**config.mk**
```make
export PLATFORM = sky130hd
export DESIGN_NAME = lsq_issue_arbiter
export DESIGN_NICKNAME = d
export VERILOG_FILES = /design/src/rtl/lsq_issue_arbiter.sv
export SDC_FILE = /design/constraint.sdc
export NUM_CORES = 1
export LEC_CHECK = 0
export CAP_MARGIN = 20
export CORE_MARGIN = 2
export CORE_UTILIZATION = 30
export DETAILED_ROUTE_END_ITERATION = 6
export HOLD_SLACK_MARGIN = 0.12
export MAX_ROUTING_LAYER = met4
export PLACE_DENSITY = 0.73
export SLEW_MARGIN = 30
export SYNTH_ARGS = -nofsm -noshare
export SYNTH_HDL_FRONTEND = slang
export SYNTH_SLANG_ARGS = --single-unit
export TNS_END_PERCENT = 1
```
**constraint.sdc**
```tcl
create_clock -name clk -period 5.2 [get_ports clk]
set_input_delay 0.78 -clock clk [delete_from_list [all_inputs] [get_ports clk]]
set_output_delay 0.78 -clock clk [all_outputs]
set_load 0.01 [all_outputs]
```
**src/rtl/lsq_issue_arbiter.sv**
```systemverilog
`default_nettype none
// ============================================================================
//  Module   : lsq_issue_arbiter
//  Purpose  : Consumer end of the load/store queue. Picks the head load or
//             store, pops it, dispatches it one-hot to a memory subunit, and
//             tracks outstanding loads so returned words are aligned,
//             sign/zero-extended and written back in issue order.
//  Revision : 1.0 - initial release
// ----------------------------------------------------------------------------
//  Ports
//    clk, rst                  clock, synchronous active-high reset
//    load_*   / load_pop       head load request and its accept strobe
//    store_*  / store_pop      head store request and its accept strobe
//    sub_ready                 per-subunit accept capability
//    sub_req, req_*            one-hot request strobe and muxed payload
//    sub_rvalid, sub_rdata     per-subunit load return (subunit i at [32i+:32])
//    wb_valid/id/data/done     registered in-order load writeback
//    idle                      no outstanding loads
// ============================================================================
module lsq_issue_arbiter #(
    parameter  int NUM_SUBUNITS    = 3,
    parameter  int MAX_OUTSTANDING = 4,
    parameter  int ID_W            = 3,
    localparam int SUB_W           = (NUM_SUBUNITS > 1) ? $clog2(NUM_SUBUNITS) : 1
) (
    input  logic                      clk,
    input  logic                      rst,
    input  logic                      load_valid,
    input  logic [31:0]               load_addr,
    input  logic [2:0]                load_fn3,
    input  logic [ID_W-1:0]           load_id,
    input  logic [SUB_W-1:0]          load_subunit,
    input  logic                      load_hold,
    output logic                      load_pop,
    input  logic                      store_valid,
    input  logic [31:0]               store_addr,
    input  logic [3:0]                store_be,
    input  logic [31:0]               store_data,
    input  logic [SUB_W-1:0]          store_subunit,
    output logic                      store_pop,
    input  logic [NUM_SUBUNITS-1:0]   sub_ready,
    output logic [NUM_SUBUNITS-1:0]   sub_req,
    output logic [31:0]               req_addr,
    output logic                      req_rnw,
    output logic [3:0]                req_be,
    output logic [31:0]               req_data,
    input  logic [NUM_SUBUNITS-1:0]   sub_rvalid,
    input  logic [32*NUM_SUBUNITS-1:0] sub_rdata,
    output logic                      wb_valid,
    output logic [ID_W-1:0]           wb_id,
    output logic [31:0]               wb_data,
    output logic                      wb_done,
    output logic                      idle
);

    localparam int PTR_W = (MAX_OUTSTANDING > 1) ? $clog2(MAX_OUTSTANDING) : 1;
    localparam logic [PTR_W:0] c_max_count = (PTR_W+1)'(MAX_OUTSTANDING);

    // Load tracker: circular buffer of issued loads awaiting data
    logic [ID_W-1:0]  r_trk_id   [MAX_OUTSTANDING];
    logic [SUB_W-1:0] r_trk_sub  [MAX_OUTSTANDING];
    logic             r_trk_hold [MAX_OUTSTANDING];
    logic [2:0]       r_trk_fn3  [MAX_OUTSTANDING];
    logic [1:0]       r_trk_off  [MAX_OUTSTANDING];

    logic [PTR_W-1:0] r_head;
    logic [PTR_W-1:0] r_tail;
    logic [PTR_W:0]   r_count;

    logic             w_ld_ready;
    logic             w_st_ready;
    logic             w_ld_go;
    logic             w_st_go;
    logic [SUB_W-1:0] w_tail_sub;
    logic [SUB_W-1:0] w_sel_sub;
    logic             w_head_rvalid;
    logic [31:0]      w_head_rdata;
    logic             w_rsp;
    logic [31:0]      w_shifted;
    logic [31:0]      w_ext;

    // Subunit of the most recently issued load; all outstanding loads share it
    assign w_tail_sub = r_trk_sub[r_tail - 1'b1];

    // Range-safe lookup of the ready bits for the requested subunits
    always_comb begin
        w_ld_ready = 1'b0;
        w_st_ready = 1'b0;
        for (int i = 0; i < NUM_SUBUNITS; i++) begin
            if (load_subunit == SUB_W'(i))  w_ld_ready = sub_ready[i];
            if (store_subunit == SUB_W'(i)) w_st_ready = sub_ready[i];
        end
    end

    // Loads may only chain onto the subunit already in flight so that returns
    // from a single subunit arrive in issue order. A response arriving while
    // full does not free a slot until the following cycle.
    assign w_ld_go = ~rst & load_valid & w_ld_ready & (r_count < c_max_count)
                   & ((r_count == '0) | (load_subunit == w_tail_sub));
    assign w_st_go = ~rst & store_valid & ~w_ld_go & w_st_ready;

    assign load_pop  = w_ld_go;
    assign store_pop = w_st_go;
    assign w_sel_sub = w_ld_go ? load_subunit : store_subunit;

    always_comb begin
        sub_req = '0;
        for (int i = 0; i < NUM_SUBUNITS; i++) begin
            if ((w_ld_go | w_st_go) && (w_sel_sub == SUB_W'(i))) sub_req[i] = 1'b1;
        end
    end

    assign req_addr = w_ld_go ? load_addr : (w_st_go ? store_addr : 32'h0);
    assign req_rnw  = w_ld_go;
    assign req_be   = w_ld_go ? 4'hF : (w_st_go ? store_be : 4'h0);
    assign req_data = w_st_go ? store_data : 32'h0;

    // Return path is only watched on the head entry's subunit
    always_comb begin
        w_head_rvalid = 1'b0;
        w_head_rdata  = 32'h0;
        for (int i = 0; i < NUM_SUBUNITS; i++) begin
            if (r_trk_sub[r_head] == SUB_W'(i)) begin
                w_head_rvalid = sub_rvalid[i];
                w_head_rdata  = sub_rdata[32*i +: 32];
            end
        end
    end

    assign w_rsp = ~rst & (r_count != '0) & w_head_rvalid;

    // Align the addressed byte/half to bit 0, then extend per fn3
    assign w_shifted = w_head_rdata >> {r_trk_off[r_head], 3'b000};

    always_comb begin
        case (r_trk_fn3[r_head])
            3'b000:  w_ext = {{24{w_shifted[7]}}, w_shifted[7:0]};
            3'b001:  w_ext = {{16{w_shifted[15]}}, w_shifted[15:0]};
            3'b100:  w_ext = {24'h0, w_shifted[7:0]};
            3'b101:  w_ext = {16'h0, w_shifted[15:0]};
            default: w_ext = w_shifted;
        endcase
    end

    // Tracker payload needs no reset: validity is defined by the pointers
    always_ff @(posedge clk) begin
        if (w_ld_go) begin
            r_trk_id[r_tail]   <= load_id;
            r_trk_sub[r_tail]  <= load_subunit;
            r_trk_hold[r_tail] <= load_hold;
            r_trk_fn3[r_tail]  <= load_fn3;
            r_trk_off[r_tail]  <= load_addr[1:0];
        end
    end

    always_ff @(posedge clk) begin
        if (rst) begin
            r_head  <= '0;
            r_tail  <= '0;
            r_count <= '0;
        end else begin
            if (w_ld_go) r_tail <= r_tail + 1'b1;
            if (w_rsp)   r_head <= r_head + 1'b1;
            r_count <= r_count + {{PTR_W{1'b0}}, w_ld_go} - {{PTR_W{1'b0}}, w_rsp};
        end
    end

    always_ff @(posedge clk) begin
        if (rst) begin
            wb_valid <= 1'b0;
            wb_id    <= '0;
            wb_data  <= 32'h0;
            wb_done  <= 1'b0;
        end else begin
            wb_valid <= w_rsp;
            wb_done  <= w_rsp & ~r_trk_hold[r_head];
            if (w_rsp) begin
                wb_id   <= r_trk_id[r_head];
                wb_data <= w_ext;
            end
        end
    end

    assign idle = (r_count == '0);

    // A return is legal only from the head entry's subunit with loads pending
    a_rvalid_legal : assert property (@(posedge clk) disable iff (rst)
        (|sub_rvalid) |-> ((r_count != '0) &&
                           ((sub_rvalid & ~(NUM_SUBUNITS'(1) << r_trk_sub[r_head])) == '0)));

endmodule
`default_nettype wire

```
==> results by group <==
Placed design
  – GPL Wtd Cong: around 0.85
  – Hpwl dp: 17.62 mm
  – I/O Buffers: approximately 330
  – DP Cell Count: 1088
  – Area after DPL: 8848 um^2

Power
  – Pwr per Cell Area: 269.4 nW/um^2
  – Int Power: 1.654 mW
  – Pleak: 3.530 nW
  – Sw frac: 32.79%
  – Peak VDD IR: about 0.00018 V
  – Logic pwr share: 39.4%
  – Register share of total power: about a third
  – Switching power: 807.2 uW
  – Power, Total: 2.462 mW
  – Clock share of power: between 20% and 30%

Detailed routing
  – Pre-Repair DR Iteration Count: 4
  – Vias: 5649
  – DRC viols: 0
  – Post-route ant nets: 0
  – WL final: 22.19 mm
  – 1st-iter DRT viols: 313
  – Vias/cell: 5.112
  – Routed length per instance: 20.08 um

Yosys
  – Synth Flop Type: dfxtp_1
  – Main combinational cell family by area after synthesis: simple AND/OR/NAND/NOR gates
  – Synth Area in Simple Gates: 18.58%
  – Post-Synthesis Cells: 571
  – Ys Warns: 0
  – Proportion of synthesized area in mux cells: 13.66%
  – Syn Area/Cell: approximately 9.5 um^2
  – Synth Area in Adders: under 10%
  – Compound-Gate Fraction of Synth Area: about 18%
  – Synth cell types: 52
  – Post-Synth XOR/XNOR Area: 1.127%
  – Number of enable flip-flop cells after synthesis: 44
  – Seq/Total Area, Yosys: 41.21%
  – Syn nets: 795
  – Synth Register Bits: 90
  – Mapped Area: 5440 um^2
  – Async SR Flop Fraction: 0%

Worst setup path
  – Crit. End Element: output port
  – CP Launch Type: flop
  – Critical path buffer and inverter count: 3
  – Setup CP Type: flop to output port
  – Max stage delay cell, worst path: inv_2
  – Critical Path RT: about 4.4 ns
  – Worst path max stage delay: 0.55 ns
  – Worst path most repeated cell: nand2_1
  – Top delay family on crit path: buffers and inverters
  – Crit path max fanout: 43
  – Worst-path cell chain: inv_1 > ha_1 > mux4_2 > xnor2_1 > a21oi_1 > or3_2 > inv_2 > nand2_1 > nand2_1 > clkdlybuf4s50_1
  – Worst EP arrival: 3.94 ns

STA
  – Setup TNS: 0 ns
  – Minimum clock period: 4.721 ns
  – Clock Skews: approximately 0.0044 ns
  – Finish-stage setup viols: 0
  – Max-slew headroom: 39.60%
  – Max-slew violations: 0
  – Worst Tran Pin Value: 0.9026 ns
  – Final hold vios: 0
  – Fmax: around 210 MHz
  – RSZ-0062 raised after global routing: false
  – Final period util: approximately nine tenths

Floorplanning
  – CORE AREA: 17900 um^2
  – DIE AREA: roughly 19000 um^2
  – Rows: 49
  – Overall die width: about 140 um
  – Starting Density: around 30%
  – Die height: 138.7 um
  – I/O Pins: around 330

Clock network
  – Clk_lat worst skew: roughly 0.35 ns
  – Clk sinks: 90
  – Clk pin slew, worst setup/hold paths: 0.07 ns
  – CTS tree: built
  – Post-CTS setup buffers: 0
  – H-Tree Depth: 3
  – Num CTS Buffers: 9
  – Hold_buf cts: 0
  – PostCTS Resize Cnt: 0
  – Worst-case clock buffer depth: 2
  – Root buffer cell: clkbuf_16

Cells and area
  – Layout net count: 1094
  – Area Growth Syn to Fin: 67.94%
  – Final instance area: 9136 um^2
  – Share of layout cells above drive strength 1: 7.314%
  – Post-layout util: about 51%
  – Final cell count without fillers: between 1000 and 1500

Global routing
  – Antenna violations before repair: 1
  – Largest net degree at the start of global routing: 73
  – First-pass GRT wire length: 33.41 mm
  – Total GRT Usage: a little under a quarter
  – Overflow after GRT: 0
  – Vias in the first global route: 5983

Flow run
  – Number of max-cap violations: 0

Hold path
  – Worst min path class: flop to flop

Outcome
  – Status: complete, no violations
[final timing paths]
path | startpoint | to | slack, ns | depth (start not counted)
min reg2reg | wb_data[5] | wb_data[5] | 0.45 | 1
max | r_tail[0] | req_addr[3] | 0.48 | 10
max reg2reg | flop | r_count[2] | 1.36 | 12
min | wb_data[5] | wb_data[5] | 0.45 | 1
[metrics by stage]
step	hold WS, ns	worst slack, ns
after global placement	0.4337	0.8296
after detailed placement	0.4397	0.7502
after CTS	0.4545	0.4862
final	0.4506	0.4793
after global routing	0.4754	0.2272
after floorplan	0.4692	1.619
[synth_stat cells (2+ instances only)]
cell / n / area share, %
nand3_1: 39 / 3.6
mux2_4: 2 / 0.55
nor2_1: 24 / 1.7
edfxtp_1: 44 / 24
buf_6: 5 / 1.0
and2_1: 6 / 0.69
mux2_2: 8 / 1.7
a22oi_1: 15 / 2.1
o32ai_1: 7 / 1.1
a21oi_1: 30 / 2.8
or3_1: 3 / 0.35
clkinv_1: 2 / 0.14
a21o_1: 7 / 0.97
a31oi_1: 18 / 2.1
nand2_1: 100 / 6.9
ha_1: 6 / 1.4
buf_1: 10 / 0.69
nor3_1: 3 / 0.28
o21ai_0: 2 / 0.18
a221o_1: 7 / 1.3
o2bb2ai_1: 23 / 3.7
a221oi_4: 2 / 0.97
mux2i_1: 33 / 6.1
mux4_2: 13 / 5.4
inv_2: 3 / 0.21
nor2b_1: 5 / 0.57
a221oi_1: 7 / 1.1
clkbuf_1: 22 / 1.5
dfxtp_1: 46 / 17
xor2_1: 2 / 0.32
and3_1: 33 / 3.8
xnor2_1: 5 / 0.80
buf_2: 11 / 1.0
inv_1: 10 / 0.69
[cell type report]
type	count	area (um^2)
inverters	15	56.30
clock inverters	7	60.06
multi-input cells	416	2905
fillers	1672	8766
well taps	229	286.5
clock buffers	9	225.2
flip-flops and latches	90	2242
diodes	1	2.502
repair buffers	338	3358
[power groups by stage]
stage          logic, mW  registers, mW  clock network, mW
6_report           0.970          0.867              0.624
5_1_grt             1.05          0.877              0.671
4_1_cts            0.976          0.868              0.639
3_3_place_gp       0.966          0.880                  0
2_1_floorplan      0.469          0.894                  0
3_5_place_dp       0.971          0.884                  0
[layout by cell type (no fill, tap or decap), types with 2 or more instances in the layout]
master and n:
mux2_2 8, o21ai_0 2, nand2_1 100, a221o_1 7, nor2b_1 4, buf_4 10, a21o_1 7, mux2_4 2
inv_2 3, mux2i_1 33, xor2_1 2, a31oi_1 18, xnor2_1 5, nor3_1 3, mux4_2 12, a221oi_4 2
clkinvlp_4 2, nor2_1 24, clkinv_1 2, inv_8 2, a21oi_1 30, a22oi_1 15, dfxtp_1 46, o2bb2ai_1 23
or3_1 2, o32ai_1 7, clkbuf_16 9, a221oi_1 7, inv_1 10, clkdlybuf4s50_1 328, and3_1 32, nand3_1 39
ha_1 6, edfxtp_1 44, and2_1 6
[worst reg2reg max path, stage by stage, from the launching register on]
cell       delay, ns
dfxtp_1         0.66
mux4_4          1.05
mux2i_1         0.27
o2bb2ai_2       0.35
nand2_2         0.25
inv_2           0.11
ha_1            0.22
inv_1           0.05
ha_1            0.13
inv_1           0.05
fa_1            0.37
xnor2_1         0.17
nor2_1          0.05
[flip-flops by register name, indices dropped and copies added, names as in the netlist, named ones only]
name and flops:
r_count 3, r_head 2, r_tail 2, r_trk_fn3 12
r_trk_hold 4, r_trk_id 12, r_trk_off 8, r_trk_sub 8
wb_data 32, wb_done 1, wb_id 3, wb_valid 1
[cells by family after synthesis]
| logic type | Yosys count |
|---|---|
| and+or+nand+nor | 219 |
| AOI/OAI and AO/OA | 127 |
| DFF | 90 |
| buffers and inverters | 65 |
| muxes | 56 |
| xor gates and xnor gates | 7 |
| adders and majority gates | 7 |
[per-layer routing]
metal | vias to the layer above | routed length, um | global-route usage [%] | part of all wire (%)
met5 | - | 0 | - | 0
met4 | 0 | 619 | 7.868 | 2.8
met3 | 38 | 1578 | 6.768 | 7.1
met2 | 268 | 11680 | 42.81 | 53
met1 | 2624 | 8310 | 23.74 | 37
li1 | 2719 | - | - | -
Power figures use the tool's default switching activity.
